$ cat src/rtl/prbs_bert_ctrl_if.sv
// Bus between the PRBS bit-error-rate controller and whatever drives and observes it.
// The master side drives the run control and the checker's error flags.
// The slave side (the controller) returns the checker controls, the state and the result counters.
interface prbs_bert_ctrl_if #(
    parameter int NBITS = 16,
    parameter int CNT_W = 32
);
    logic             START;
    logic             STOP;
    logic [CNT_W-1:0] WIN_LEN;
    logic [NBITS-1:0] ERR_VEC;
    logic             ERR_VLD;
    logic             PRBS_RST;
    logic             PRBS_EN;
    logic [2:0]       STATE;
    logic             LOCKED;
    logic             DONE;
    logic             SYNC_FAIL;
    logic             SYNC_LOST;
    logic [CNT_W-1:0] WORD_CNT;
    logic [CNT_W-1:0] ERR_CNT;

    modport master (
        output START, STOP, WIN_LEN, ERR_VEC, ERR_VLD,
        input  PRBS_RST, PRBS_EN, STATE, LOCKED, DONE, SYNC_FAIL, SYNC_LOST, WORD_CNT, ERR_CNT
    );

    modport slave (
        input  START, STOP, WIN_LEN, ERR_VEC, ERR_VLD,
        output PRBS_RST, PRBS_EN, STATE, LOCKED, DONE, SYNC_FAIL, SYNC_LOST, WORD_CNT, ERR_CNT
    );
endinterface

$ cat src/rtl/prbs_bert_ctrl.sv
// PRBS bit-error-rate test controller.
// A run is IDLE -> ARM -> SYNC -> LOCKED -> DONE -> IDLE. SYNC waits for a clean run of words
// and gives up after a bounded number of words. LOCKED counts words and errored bits over the window.
// Every output comes straight from a flop; the status flops are loaded from the next-state value.
module prbs_bert_ctrl #(
    parameter int NBITS      = 16,
    parameter int SYNC_WORDS = 4,
    parameter int SYNC_TMO   = 1024,
    parameter int LOSS_THR   = 4,
    parameter int CNT_W      = 32
) (
    input logic               CLK,
    input logic               RST_N,
    prbs_bert_ctrl_if.slave   bus
);
    localparam logic [2:0] ST_IDLE   = 3'd0;
    localparam logic [2:0] ST_ARM    = 3'd1;
    localparam logic [2:0] ST_SYNC   = 3'd2;
    localparam logic [2:0] ST_LOCKED = 3'd3;
    localparam logic [2:0] ST_DONE   = 3'd4;

    localparam int CLEAN_W = $clog2(SYNC_WORDS + 1);
    localparam int TMO_W   = $clog2(SYNC_TMO + 1);
    // Wide enough that counter + popcount can never overflow before saturation is applied
    localparam int SUM_W   = CNT_W + $clog2(NBITS + 1) + 1;
    localparam logic [SUM_W-1:0] CNT_MAX = {{(SUM_W-CNT_W){1'b0}}, {CNT_W{1'b1}}};

    logic [2:0]         state_q, state_d;
    logic [CNT_W-1:0]   win_len_q, win_len_d;
    logic [CNT_W-1:0]   word_cnt_q, word_cnt_d;
    logic [CNT_W-1:0]   err_cnt_q, err_cnt_d;
    logic [CLEAN_W-1:0] clean_cnt_q, clean_cnt_d;
    logic [TMO_W-1:0]   tmo_cnt_q, tmo_cnt_d;
    logic               sync_fail_q, sync_fail_d;
    logic               sync_lost_q, sync_lost_d;
    logic               prbs_rst_q, prbs_rst_d;
    logic               prbs_en_q, prbs_en_d;
    logic               locked_q, locked_d;
    logic               done_q, done_d;

    logic [SUM_W-1:0]   pop;
    logic [SUM_W-1:0]   word_sum;
    logic [SUM_W-1:0]   err_sum;
    logic [CNT_W-1:0]   word_sat;
    logic [CNT_W-1:0]   err_sat;
    logic               heavy;

    // Next-state, counter and flag logic for one run; STOP outranks every other transition
    always_comb begin
        state_d     = state_q;
        win_len_d   = win_len_q;
        word_cnt_d  = word_cnt_q;
        err_cnt_d   = err_cnt_q;
        clean_cnt_d = clean_cnt_q;
        tmo_cnt_d   = tmo_cnt_q;
        sync_fail_d = sync_fail_q;
        sync_lost_d = sync_lost_q;

        pop = '0;
        for (int i = 0; i < NBITS; i++) begin
            pop = pop + SUM_W'(bus.ERR_VEC[i]);
        end
        word_sum = SUM_W'(word_cnt_q) + SUM_W'(1);
        err_sum  = SUM_W'(err_cnt_q) + pop;
        word_sat = (word_sum > CNT_MAX) ? CNT_MAX[CNT_W-1:0] : word_sum[CNT_W-1:0];
        err_sat  = (err_sum > CNT_MAX) ? CNT_MAX[CNT_W-1:0] : err_sum[CNT_W-1:0];
        heavy    = (pop >= SUM_W'(LOSS_THR));

        case (state_q)
            ST_IDLE: begin
                if (bus.START && !bus.STOP) begin
                    state_d     = ST_ARM;
                    win_len_d   = bus.WIN_LEN;
                    word_cnt_d  = '0;
                    err_cnt_d   = '0;
                    sync_fail_d = 1'b0;
                    sync_lost_d = 1'b0;
                end
            end
            ST_ARM: begin
                clean_cnt_d = '0;
                tmo_cnt_d   = '0;
                state_d     = bus.STOP ? ST_DONE : ST_SYNC;
            end
            ST_SYNC: begin
                if (bus.STOP) begin
                    state_d = ST_DONE;
                end else if (bus.ERR_VLD) begin
                    tmo_cnt_d   = tmo_cnt_q + TMO_W'(1);
                    clean_cnt_d = (bus.ERR_VEC == '0) ? clean_cnt_q + CLEAN_W'(1) : '0;
                    if (clean_cnt_d == CLEAN_W'(SYNC_WORDS)) begin
                        state_d = ST_LOCKED;
                    end else if (tmo_cnt_d == TMO_W'(SYNC_TMO)) begin
                        sync_fail_d = 1'b1;
                        state_d     = ST_DONE;
                    end
                end
            end
            ST_LOCKED: begin
                if (bus.ERR_VLD) begin
                    word_cnt_d = word_sat;
                    err_cnt_d  = err_sat;
                    if (heavy) begin
                        sync_lost_d = 1'b1;
                    end
                end
                if (bus.STOP) begin
                    state_d = ST_DONE;
                end else if (bus.ERR_VLD && (win_len_q != '0) && (word_cnt_d == win_len_q)) begin
                    state_d = ST_DONE;
                end else if (bus.ERR_VLD && heavy) begin
                    state_d     = ST_SYNC;
                    clean_cnt_d = '0;
                    tmo_cnt_d   = '0;
                end
            end
            ST_DONE: begin
                state_d = ST_IDLE;
            end
            default: begin
                state_d = ST_IDLE;
            end
        endcase

        prbs_rst_d = (state_d == ST_ARM);
        prbs_en_d  = (state_d == ST_SYNC) || (state_d == ST_LOCKED);
        locked_d   = (state_d == ST_LOCKED);
        done_d     = (state_d == ST_DONE);
    end

    // State, counters and registered outputs, cleared asynchronously by reset
    always_ff @(posedge CLK or negedge RST_N) begin
        if (!RST_N) begin
            state_q     <= ST_IDLE;
            win_len_q   <= '0;
            word_cnt_q  <= '0;
            err_cnt_q   <= '0;
            clean_cnt_q <= '0;
            tmo_cnt_q   <= '0;
            sync_fail_q <= 1'b0;
            sync_lost_q <= 1'b0;
            prbs_rst_q  <= 1'b0;
            prbs_en_q   <= 1'b0;
            locked_q    <= 1'b0;
            done_q      <= 1'b0;
        end else begin
            state_q     <= state_d;
            win_len_q   <= win_len_d;
            word_cnt_q  <= word_cnt_d;
            err_cnt_q   <= err_cnt_d;
            clean_cnt_q <= clean_cnt_d;
            tmo_cnt_q   <= tmo_cnt_d;
            sync_fail_q <= sync_fail_d;
            sync_lost_q <= sync_lost_d;
            prbs_rst_q  <= prbs_rst_d;
            prbs_en_q   <= prbs_en_d;
            locked_q    <= locked_d;
            done_q      <= done_d;
        end
    end

    assign bus.STATE     = state_q;
    assign bus.PRBS_RST  = prbs_rst_q;
    assign bus.PRBS_EN   = prbs_en_q;
    assign bus.LOCKED    = locked_q;
    assign bus.DONE      = done_q;
    assign bus.SYNC_FAIL = sync_fail_q;
    assign bus.SYNC_LOST = sync_lost_q;
    assign bus.WORD_CNT  = word_cnt_q;
    assign bus.ERR_CNT   = err_cnt_q;
endmodule

$ cat src/flat_wrapper.sv
// flat-port wrapper written by rule: the top's interface ports become plain ports
module prbs_bert_ctrl_flat 
#(
    parameter int NBITS      = 16,
    parameter int SYNC_WORDS = 4,
    parameter int SYNC_TMO   = 1024,
    parameter int LOSS_THR   = 4,
    parameter int CNT_W      = 32
)
  (CLK, RST_N, bus_START, bus_STOP, bus_WIN_LEN, bus_ERR_VEC, bus_ERR_VLD, bus_PRBS_RST, bus_PRBS_EN, bus_STATE, bus_LOCKED, bus_DONE, bus_SYNC_FAIL, bus_SYNC_LOST, bus_WORD_CNT, bus_ERR_CNT);
  prbs_bert_ctrl_if #(.NBITS(NBITS), .CNT_W(CNT_W)) bus_i ();
  input logic CLK;
  input logic RST_N;
  input wire logic [$bits(bus_i.START)-1:0] bus_START;
  input wire logic [$bits(bus_i.STOP)-1:0] bus_STOP;
  input wire logic [$bits(bus_i.WIN_LEN)-1:0] bus_WIN_LEN;
  input wire logic [$bits(bus_i.ERR_VEC)-1:0] bus_ERR_VEC;
  input wire logic [$bits(bus_i.ERR_VLD)-1:0] bus_ERR_VLD;
  output wire logic [$bits(bus_i.PRBS_RST)-1:0] bus_PRBS_RST;
  output wire logic [$bits(bus_i.PRBS_EN)-1:0] bus_PRBS_EN;
  output wire logic [$bits(bus_i.STATE)-1:0] bus_STATE;
  output wire logic [$bits(bus_i.LOCKED)-1:0] bus_LOCKED;
  output wire logic [$bits(bus_i.DONE)-1:0] bus_DONE;
  output wire logic [$bits(bus_i.SYNC_FAIL)-1:0] bus_SYNC_FAIL;
  output wire logic [$bits(bus_i.SYNC_LOST)-1:0] bus_SYNC_LOST;
  output wire logic [$bits(bus_i.WORD_CNT)-1:0] bus_WORD_CNT;
  output wire logic [$bits(bus_i.ERR_CNT)-1:0] bus_ERR_CNT;
  assign bus_i.START = bus_START;
  assign bus_i.STOP = bus_STOP;
  assign bus_i.WIN_LEN = bus_WIN_LEN;
  assign bus_i.ERR_VEC = bus_ERR_VEC;
  assign bus_i.ERR_VLD = bus_ERR_VLD;
  assign bus_PRBS_RST = bus_i.PRBS_RST;
  assign bus_PRBS_EN = bus_i.PRBS_EN;
  assign bus_STATE = bus_i.STATE;
  assign bus_LOCKED = bus_i.LOCKED;
  assign bus_DONE = bus_i.DONE;
  assign bus_SYNC_FAIL = bus_i.SYNC_FAIL;
  assign bus_SYNC_LOST = bus_i.SYNC_LOST;
  assign bus_WORD_CNT = bus_i.WORD_CNT;
  assign bus_ERR_CNT = bus_i.ERR_CNT;
  prbs_bert_ctrl #(.NBITS(NBITS), .SYNC_WORDS(SYNC_WORDS), .SYNC_TMO(SYNC_TMO), .LOSS_THR(LOSS_THR), .CNT_W(CNT_W)) u_core (.CLK(CLK), .RST_N(RST_N), .bus(bus_i));
endmodule
$ cat config.mk
export PLATFORM = sky130hd
export DESIGN_NAME = prbs_bert_ctrl_flat
export DESIGN_NICKNAME = d
export VERILOG_FILES = /design/src/rtl/prbs_bert_ctrl_if.sv /design/src/rtl/prbs_bert_ctrl.sv /design/src/flat_wrapper.sv
export SDC_FILE = /design/constraint.sdc
export NUM_CORES = 1
export LEC_CHECK = 0
export CAP_MARGIN = 0
export CORE_MARGIN = 5
export CORE_UTILIZATION = 30
export CTS_CLUSTER_SIZE = 24
export DETAILED_ROUTE_END_ITERATION = 16
export GPL_TIMING_DRIVEN = 0
export PLACE_DENSITY = 0.51
export SYNTH_ARGS = -nofsm -noshare
export SYNTH_HDL_FRONTEND = slang
export SYNTH_SLANG_ARGS = --single-unit
$ cat constraint.sdc
create_clock -name CLK -period 3.76 [get_ports CLK]
set_input_delay 0.94 -clock CLK [delete_from_list [all_inputs] [get_ports CLK]]
set_output_delay 0.94 -clock CLK [all_outputs]
set_load 0.02 [all_outputs]
==> summary.md, run 1 <==
| Metric | Value |
|---|---|
| Sequential share of the synthesized area | `0.350` |
| Most common cell after layout, fill and taps aside | `nand2_1` |
| Hold/Removal Path Class | `in -> async` |
| Pre-CTS WS | `-3120 ps` |
| Nets | `1316` |
| Fraction of registers with async set/reset | `1.00` |
| Critical path peak fanout | `5` |
| Synthesized area per cell | `approximately 8.0 µm²` |
| Worst-Skew Late Latency | `440 ps` |
| Worst-margin pin slew | `between 900 and 1000 ps` |
| Post-DP HPWL | `25700 µm` |
| Clock Sinks | `119` |
| Final antenna diode count | `0` |
| Clock slew at reported path FFs | `roughly 60 ps` |
| TritonCTS clock tree | `built` |
| Final Cycle Share | `1.51` |
| Hold-fix buffers, CTS | `0` |
| IO Port Bufs | `125` |
| Final Max Slew Viols | `0` |
| Core Region | `approximately 28000 µm²` |
| Critical path cell sequence | `buf_8 > inv_8 > ha_4 > inv_2 > fa_1 > fa_1 > fa_1 > fa_1 > fa_2 > fa_2 > xnor2_2 > ha_1 > nor2b_4 > o21ai_2 > a21oi_2 > o21ai_4 > or4_4 > clkbuf_16 > o21ai_0 > a21oi_1 > a311oi_1` |
| #FFs+latches synth | `between 100 and 150` |
| Drt pass-1 iters | `5` |
| DP Area | `10400 µm²` |
| Final worst slack | `-1930 ps` |
| Syn Inst Count | `about 1100` |
| CP required | `4100 ps` |
| Pwr/cell area | `408 nW/µm²` |
| Fraction of layout cells with a size suffix above 1 | `0.171` |
| CTS buffer count | `17` |
| Global-route wire length before repair | `about 54000 µm` |
| Most common cell on crit path | `fa_1` |
| Vias per cell | `between 5 and 6` |
| Synth Cell Area | `between 8000 and 9000 µm²` |
| Vias | `9090` |
| Largest net degree at the start of global routing | `62` |
| Setup violators final | `49` |
| Rows | `61` |
| Post-route ant nets | `0` |
| Final Cell Area | `roughly 12000 µm²` |
| Post-synth top flop | `dfrtp_1` |
| Largest buffer count on any clock path | `2` |
| Number of synthesized flops with an enable pin | `0` |
| CP Class | `in -> reg` |
| Post-synth cell types | `between 70 and 80` |
| Die area | `between 30000 and 40000 µm²` |
| DRT Wirelength | `35500 µm` |
| DRT iter0 DRCs | `870` |
| Warnings from Yosys | `0` |
| Most frequent cells in the layout | `141 x nand2_1, 119 x dfrtp_1, 116 x clkdlybuf4s50_1` |
| Worst setup EP type | `register` |
| Die width | `about 180 µm` |
| Crit start category | `primary input` |
| Chip height | `178 µm` |
| Finished Core Util | `0.424` |
| Routed WL per cell | `21.8 µm` |
| IO Pins | `126` |
| Outcome | `complete, but fails checks` |
| Syn nets | `around 1100` |
| FMAX | `176 MHz` |
| DRC viols | `0` |
| Max Cap Viol | `0` |
| Starting Density | `0.305` |
| Area Growth Syn to Fin | `38.8%` |
| Total GRT Usage | `0.222` |
| Slowest-stage cell, CP | `fa_1` |
| Final RePlAce weighted congestion | `roughly 0.96` |
| Final hold violations | `0` |
| VDD IR-drop max | `0.316 mV` |
| Root Buffer | `clkbuf_16` |
| Vias in the first global route | `8825` |
| Failing checks | `setup timing` |
| Arr. time, crit path | `6030 ps` |
| Pleak | `0.00485 µW` |
| Post-layout minimum cycle time | `5690 ps` |
| Slew HR | `0.338` |
| H-Tree Depth | `4` |
| CP peak stage delay | `between 500 and 600 ps` |
| Initial antenna violation count | `1` |
| RSZ-0062 raised after global routing | `true` |
| Global route overflow | `0` |
| Post-Route Skew | `15.0 ps` |
[power by group]
group / switching [µW] / total [µW] / internal, µW
sequential: 206 / 1600 / 1400
combinational: 727 / 1380 / 655
clock: 708 / 1830 / 1130
total: 1640 / 4820 / 3180
[cell type report]
| class | count | area (µm²) |
|---|---|---|
| multi-input combinational | 803 | 5490 |
| buffer | 61 | 320 |
| sequential | 119 | 2980 |
| clock inverter | 15 | 216 |
| timing repair buffer | 164 | 1620 |
| inverter | 70 | 275 |
| tap | 378 | 473 |
| clock buffer | 17 | 425 |
| fill | 2823 | 16100 |
[synthesized netlist by cell type, drive strengths merged (3+ instances only)]
cell	number	share of area
a211o	3	0.0031
o31ai	4	0.0041
o211ai	3	0.0026
o22ai	4	0.0029
o211a	6	0.0071
a21o	4	0.0035
inv	69	0.030
or3	7	0.0052
nor2b	9	0.0066
or4	12	0.011
and4	17	0.018
xnor2	11	0.011
buf	22	0.012
mux2i	14	0.016
nor4	38	0.030
or2	6	0.0044
a211oi	10	0.0088
a31o	6	0.0062
a41oi	3	0.0031
mux2	6	0.0079
nand3	49	0.029
nand2b	10	0.0074
a311oi	15	0.015
nand4	38	0.032
o21ai	62	0.037
xor2	12	0.012
dfrtp	119	0.35
a21oi	58	0.035
clkbuf	44	0.019
and3	16	0.012
and2	4	0.0029
fa	11	0.026
o21bai	7	0.0062
nor4b	4	0.0041
o21a	5	0.0044
a31oi	35	0.026
nor2	80	0.035
o221a	4	0.0053
ha	16	0.024
nor3	34	0.020
a2111oi	3	0.0038
nand2	146	0.064
[cell families (layout without fill, tap and decap cells)]
kind of cell | Yosys count | count (layout) | synth area share
AND/OR/NAND/NOR | 474 | 474 | 0.287
AO/OA/AOI/OAI | 259 | 259 | 0.203
buffers and inverters | 136 | 327 | 0.0627
flip-flops | 119 | 119 | 0.350
adder cells (fa/ha/maj) | 27 | 27 | 0.0495
XOR/XNOR | 23 | 23 | 0.0237
multiplexers | 20 | 20 | 0.0244
[path summary, 6_finish.rpt]
| check | from | to | slack [ps] | cells after the start |
|---|---|---|---|---|
| setup / recovery | bus_ERR_VEC[1] | u_core.bus.ERR_CNT[11] | -1930 | 21 |
| hold / removal | RST_N | u_core.win_len_q[18] | 480 | 1 |
| setup reg to reg | u_core.bus.WORD_CNT[15] | u_core.tmo_cnt_q[1] | 140 | 14 |
| hold reg to reg | u_core.tmo_cnt_q[0] | u_core.tmo_cnt_q[0] | 510 | 1 |
| max in group asynchronous | RST_N | u_core.bus.ERR_CNT[2] | 2570 | 2 |
| min in group CLK | u_core.tmo_cnt_q[0] | u_core.tmo_cnt_q[0] | 510 | 1 |
[critical path: cells and delay by family]
family	cells	cell delay [ps]
xor+xnor	1	160
simple gates	2	630
buf+inv	4	340
fa+ha+maj	8	3180
compound gates	6	780
[sequential cells by signal, indices dropped and copies added (netlist names)]
| signal | cells |
|---|---|
| u_core.bus.SYNC_LOST | 1 |
| u_core.bus.STATE | 3 |
| u_core.bus.PRBS_RST | 1 |
| u_core.bus.PRBS_EN | 1 |
| u_core.win_len_q | 32 |
| u_core.bus.LOCKED | 1 |
| u_core.clean_cnt_q | 3 |
| u_core.bus.DONE | 1 |
| u_core.tmo_cnt_q | 11 |
| u_core.bus.SYNC_FAIL | 1 |
| u_core.bus.WORD_CNT | 32 |
| u_core.bus.ERR_CNT | 32 |
[metrics by stage]
step / std cells / power, µW / hold WS [ps] / TNS, ps
2_1_floorplan: 1058 / 2300 / 478 / -85770
3_3_place_gp: 1561 / 2740 / 495 / -549180
3_5_place_dp: 1562 / 2750 / 506 / -152310
4_1_cts: 1615 / 4700 / 499 / -75140
5_1_grt: 1627 / 5060 / 525 / -85470
6_report: 1627 / 4820 / 477 / -78670
[routing by layer]
metal / vias up / share of wire / global-route usage
met1: 4373 / 0.44 / 0.299
met2: 391 / 0.45 / 0.352
li1: 4256 / - / -
met5: - / 0.00020 / 0
met4: 2 / 0.031 / 0.0764
met3: 68 / 0.077 / 0.0490
[what timing repair did]
| item | 4_1_cts | 5_1_grt |
|---|---|---|
| cloned | 3 | 0 |
| gates resized for setup | 89 | 42 |
| endpoints found under the setup margin | 65 | 62 |
| pin swaps | 25 | 15 |
| buffers inserted | 22 | 15 |
Power figures use the tool's default switching activity.
==> inputs of run 2 (changes only) <==
CAP_MARGIN = 20   (was 0)
CTS_CLUSTER_SIZE = not set   (was 24)
MAX_ROUTING_LAYER = met4   (was not set)
==> run 2 against run 1 <==
Net effect: the run still ends with setup timing left; sequential cell count stayed put; die area stayed put; clock power is 8% lower; total power is 5.1% lower; routed wire length is 1.8% higher; worst setup slack worse by 26 ps; register-to-register slack worse by 70 ps; sequential power hardly changed; combinational power is 6% lower; cell count hardly changed; non-clock buffer count is 2 lower; sequential share of layout area is 0.18 points higher.
==> summary.md, run 2 (synthesized netlist as in run 1, its figures left out) <==
| Metric | Value |
|---|---|
| Outcome | `complete, but fails checks` |
| Failing checks | `setup timing` |
| Setup violators final | `49` |
| Crit start category | `primary input` |
| Post-Route Skew | `between 10 and 15 ps` |
| Final Max Slew Viols | `0` |
| Internal power | `approximately 2900 µW` |
| Clock share of power | `0.366` |
| Global-route wire length before repair | `54400 µm` |
| Most common cell on crit path | `fa_1` |
| Total GRT Usage | `0.231` |
| Most frequent cells in the layout | `141 x nand2_1, 119 x dfrtp_1, 116 x clkdlybuf4s50_1` |
| DRC viols | `0` |
| DRT Wirelength | `36100 µm` |
| CP peak stage delay | `slightly above 500 ps` |
| DRT iter0 DRCs | `between 700 and 800` |
| Die area | `31800 µm²` |
| RSZ-0062 raised after global routing | `true` |
| DP Area | `between 10000 and 15000 µm²` |
| Fin cells | `1626` |
| Critical path cell sequence | `buf_8 > inv_8 > ha_4 > inv_2 > fa_1 > fa_1 > fa_1 > fa_1 > fa_2 > fa_2 > xnor2_2 > ha_1 > nor2b_4 > o21ai_2 > a21oi_4 > o21ai_4 > or4_4 > clkbuf_16 > a211o_1 > a21oi_2` |
| Final RePlAce weighted congestion | `0.969` |
| H-Tree Depth | `4` |
| CP Class | `in -> reg` |
| Tot Pwr | `4580 µW` |
| Switching part of the total | `0.362` |
| Nets | `1314` |
| Most common cell after layout, fill and taps aside | `nand2_1` |
| Worst-margin pin slew | `1060 ps` |
| Comb power frac | `0.283` |
| Clock slew at reported path FFs | `around 70 ps` |
| CTS buffer count | `17` |
| IO Pins | `126` |
| Initial antenna violation count | `1` |
| Starting Density | `0.305` |
| FMAX | `175 MHz` |
| Max Cap Viol | `0` |
| VDD IR-drop max | `0.290 mV` |
| Clock Sinks | `119` |
| Slowest-stage cell, CP | `fa_1` |
| Root Buffer | `clkbuf_16` |
| Pwr/cell area | `391 nW/µm²` |
| Arr. time, crit path | `about 6100 ps` |
| Critical path's top delay family | `adder cells` |
| Drt pass-1 iters | `6` |
| Final hold violations | `0` |
| Rows | `61` |
| TritonCTS clock tree | `built` |
| Final worst slack | `-1960 ps` |
| Vias | `9117` |
| Largest buffer count on any clock path | `2` |
| Final Cell Area | `about 12000 µm²` |
| Post-layout minimum cycle time | `between 5000 and 6000 ps` |
| Vias per cell | `5.61` |
| Chip height | `roughly 180 µm` |
| Pleak | `0.00477 µW` |
| Flop pwr share | `0.350` |
| Area Growth Syn to Fin | `37.8%` |
| Global route overflow | `0` |
| Largest net degree at the start of global routing | `65` |
| Routed WL per cell | `between 20 and 25 µm` |
| Vias in the first global route | `around 9000` |
| Worst setup EP type | `register` |
| Core Region | `approximately 28000 µm²` |
| Hold-fix buffers, CTS | `0` |
| Post-DP HPWL | `26300 µm` |
| IO Port Bufs | `125` |
| Final Cycle Share | `1.52` |
| Hold/Removal Path Class | `in -> async` |
| Placed Cells | `around 1600` |
| NetSw | `~1700 µW` |
| Fraction of layout cells with a size suffix above 1 | `0.172` |
| Slew HR | `0.296` |
| Worst Path Buf+Inv | `4` |
| Critical path peak fanout | `5` |
| Post-route ant nets | `0` |
| Worst-Skew Late Latency | `430 ps` |
| Die width | `around 180 µm` |
| Final hold slack | `468 ps` |
| CP required | `4110 ps` |
| Fillers | `2842` |
-- run 2: layer usage --
layer	vias to the layer above	GRT usage	routed length [µm]
li1	4247	-	-
met1	4461	0.317	16600
met2	356	0.354	16300
met3	53	0.0350	2270
met4	0	0.0726	1020
met5	-	-	0
-- run 2: through the flow --
step	utilization	setup TNS (ps)	setup slack (ps)
final	0.421	-80160	-1960
after global routing	0.421	-88360	-2120
after global placement	0.372	-546820	-3330
after CTS	0.411	-84080	-2080
after detailed placement	0.373	-153740	-3140
after floorplan	-	-85770	-2110
-- run 2: layout make-up --
class                           instances  area, µm²  area share
Buffer                                 62        322      0.0274
Clock inverter                         15        156      0.0134
Clock buffer                           17        425      0.0363
Multi-Input combinational cell        803       5510       0.470
Sequential cell                       119       2980       0.254
Timing Repair Buffer                  161       1570       0.134
Antenna cell                            1       2.50    0.000214
Tap cell                              378        473      0.0404
Inverter                               70        275      0.0235
-- run 2: final timing paths --
| path | start | to | slack (ps) | cells after the start |
|---|---|---|---|---|
| worst min register to register | u_core.clean_cnt_q[0] | u_core.clean_cnt_q[0] | 510 | 1 |
| worst max-delay path | bus_ERR_VEC[1] | u_core.bus.ERR_CNT[5] | -1960 | 20 |
| worst max register to register | u_core.bus.WORD_CNT[5] | u_core.tmo_cnt_q[1] | 70 | 12 |
| worst min-delay path | RST_N | u_core.win_len_q[18] | 470 | 1 |
| max in group asynchronous | RST_N | u_core.bus.SYNC_LOST | 2580 | 2 |
| min in group CLK | u_core.clean_cnt_q[0] | u_core.clean_cnt_q[0] | 510 | 1 |
-- run 2: worst register-to-register path: cells and delay by family, from the launching register on --
family / cells / cell delay, ps
compound gates: 3 / 400
buf+inv: 3 / 780
flops: 1 / 360
mux: 1 / 380
simple gates: 5 / 1700
-- run 2: what timing repair did --
action	in CTS	in global routing
buffers inserted	20	14
pin swaps	41	32
gates resized for setup	91	42
cloned	2	0
setup endpoints to repair	76	54
-- run 2: power by group through the flow --
stage	Sequential, µW	Clock [µW]	Combinational [µW]
2_1_floorplan	1550	0	750
3_3_place_gp	1620	0	1130
3_5_place_dp	1610	0	1140
4_1_cts	1600	1710	1250
5_1_grt	1620	1750	1450
6_report	1600	1680	1300
==> inputs of run 3 (changes only) <==
CAP_MARGIN = not set   (was 20)
CORE_UTILIZATION = 45   (was 30)
PLACE_DENSITY = 0.7   (was 0.51)
clock period = 5.88 ns   (was 3.76 ns; I/O delays follow)
==> run 3 against run 2 <==
Net effect: the flow still finishes with violations (setup timing); sequential cell count did not move; routed wire length down 8.8%; final area fell by 5.1%; utilization grew 18 points; cell count decreased by 9.8%; largest power group unchanged; sequential share of layout area rose by 1.4 points; largest cell class unchanged; global-route usage up 8.4 points; die area down 32%; first-iteration DRC count increased by 42%; hold slack improved by 41 ps; via count grew 2.1%.
==> summary.md, run 3 (synthesized netlist as in run 1, its figures left out) <==
| Metric | Value |
|---|---|
| Largest buffer count on any clock path | `2` |
| DRC viols | `0` |
| Final hold violations | `0` |
| Critical path peak fanout | `5` |
| Post-Route Skew | `between 10 and 15 ps` |
| Post-route ant nets | `0` |
| DRT iter0 DRCs | `approximately 1100` |
| FF/Latch Area | `between 2000 and 3000 µm²` |
| Post-DP HPWL | `roughly 24000 µm` |
| Clock Sinks | `roughly 120` |
| CP Class | `in -> reg` |
| Root Buffer | `clkbuf_16` |
| TritonCTS clock tree | `built` |
| Most frequent cells in the layout | `141 x nand2_1, 119 x dfrtp_1, 117 x clkdlybuf4s50_1` |
| DP Area | `10200 µm²` |
| Die area | `around 22000 µm²` |
| Most common cell after layout, fill and taps aside | `nand2_1` |
| Vias per cell | `6.35` |
| Final Cycle Share | `1.09` |
| H-Tree Depth | `4` |
| Worst setup EP type | `register` |
| Worst r2r src | `u_core.bus.WORD_CNT[1]` |
| Pwr/cell area | `262 nW/µm²` |
| IO Port Bufs | `125` |
| Post-layout minimum cycle time | `6420 ps` |
| Final Max Slew Viols | `0` |
| Initial antenna violation count | `0` |
| Core Region | `18600 µm²` |
| Clock slew at reported path FFs | `70 ps` |
| Routed WL per cell | `22.5 µm` |
| Area of the multi-input gates | `5240 µm²` |
| Final antenna diode count | `0` |
| Outcome | `complete, but fails checks` |
| Vias | `9307` |
| Area Growth Syn to Fin | `30.7%` |
| Fillers | `1686` |
| Register-to-Register Setup Slack | `1330 ps` |
| Total GRT Usage | `0.316` |
| IO Pins | `126` |
| CTS buffer count | `17` |
| Final RePlAce weighted congestion | `1.05` |
| Pleak | `0.00459 µW` |
| Crit start category | `primary input` |
| Path depth of the worst reg2reg path | `11` |
| Rows | `50` |
| VDD IR-drop max | `0.201 mV` |
| Global-route wire length before repair | `51900 µm` |
| Global route overflow | `0` |
| Nets | `1299` |
| RSZ-0062 raised after global routing | `true` |
| Arr. time, crit path | `between 6000 and 7000 ps` |
| Drt pass-1 iters | `7` |
| Fraction of layout cells with a size suffix above 1 | `0.130` |
| Setup TNS | `-14380 ps` |
| Starting Density | `0.456` |
| Vias in the first global route | `~9000` |
| Worst-margin pin slew | `1240 ps` |
| Worst-Skew Late Latency | `440 ps` |
| Setup violators final | `32` |
| Chip height | `147 µm` |
| Final worst slack | `-538 ps` |
| Hold-fix buffers, CTS | `0` |
| FMAX | `156 MHz` |
| Failing checks | `setup timing` |
| Hold/Removal Path Class | `reg -> reg` |
| Hold Path Stages | `2` |
| RR Endpoint | `u_core.bus.PRBS_EN` |
| Max Cap Viol | `0` |
| Final Cell Area | `roughly 11000 µm²` |
| Slew HR | `0.169` |
| CP endpoint | `u_core.bus.ERR_CNT[11]` |
| Tot Pwr | `2920 µW` |
| Largest net degree at the start of global routing | `65` |
| CP required | `6220 ps` |
| Worst Setup SP | `bus_ERR_VEC[1]` |
| Die width | `147 µm` |
| DRT Wirelength | `32900 µm` |
run 3: changes by cell type in the layout (fill, tap and decap cells not counted), moves of 4 or more:
| cell | delta |
|---|---|
| nor3_2 | -4 |
| buf_2 | +5 |
| nor3_1 | +4 |
| o21ai_1 | +6 |
| o21ai_0 | +7 |
| nor4_1 | +6 |
| clkbuf_2 | -4 |
| clkbuf_1 | +6 |
| buf_4 | -16 |
| nor4_4 | -6 |
| o21ai_2 | -13 |
| buf_6 | -7 |
run 3: cell type report:
class,instances,share of cell area
Sequential cell,119,0.268
Clock inverter,15,0.0151
Inverter,70,0.0248
Clock buffer,17,0.0383
Multi-Input combinational cell,803,0.471
Tap cell,234,0.0263
Buffer,64,0.0277
Timing Repair Buffer,144,0.129
run 3: critical path, stage by stage:
cell       delay [ps]
buf_8              90
inv_8              30
ha_4              240
inv_2              30
fa_1              450
fa_1              520
fa_1              440
fa_1              500
fa_2              430
fa_2              430
xnor2_2           170
ha_1              310
nor2b_4           140
o21ai_2            70
a21oi_2           240
o21ai_4           120
or4_4             490
clkbuf_16         190
o21ai_2            50
a21oi_1            80
a311oi_1          270
run 3: per-stage QoR:
step | instances | utilization | setup WS, ps | hold slack (ps)
2_1_floorplan | 1058 | - | -521 | 478
3_3_place_gp | 1417 | 0.546 | -1500 | 482
3_5_place_dp | 1418 | 0.547 | -1640 | 494
4_1_cts | 1461 | 0.589 | -532 | 511
5_1_grt | 1466 | 0.596 | -718 | 527
6_report | 1466 | 0.596 | -538 | 510
run 3: report_power, final:
group / switching (µW) / internal (µW)
Combinational: 444 / 359
Clock: 451 / 634
Sequential: 134 / 893
Total: 1030 / 1890
run 3: worst min-delay path by stage:
stage                       endpoint             startpoint  slack, ps
6_report        u_core.bus.SYNC_LOST   u_core.bus.SYNC_LOST        510
5_1_grt        u_core.clean_cnt_q[0]  u_core.clean_cnt_q[0]        530
2_1_floorplan  u_core.clean_cnt_q[0]  u_core.clean_cnt_q[0]        480
4_1_cts         u_core.bus.SYNC_LOST   u_core.bus.SYNC_LOST        510
3_3_place_gp    u_core.bus.SYNC_LOST   u_core.bus.SYNC_LOST        480
3_5_place_dp    u_core.bus.SYNC_LOST   u_core.bus.SYNC_LOST        490
run 3: repair_timing:
action,in CTS,in global routing
gates resized for setup,43,23
setup endpoints to repair,46,42
pin swaps,25,25
setup buffers,11,6
gates cloned,1,0
run 3: per-layer routing:
metal | routed length [µm] | share of wire | global-route usage | vias up
li1 | - | - | - | 4236
met1 | 13800 | 0.42 | 0.418 | 4468
met2 | 14300 | 0.43 | 0.459 | 493
met3 | 3300 | 0.10 | 0.0809 | 110
met4 | 1480 | 0.045 | 0.136 | 0
met5 | 0 | 0 | - | -
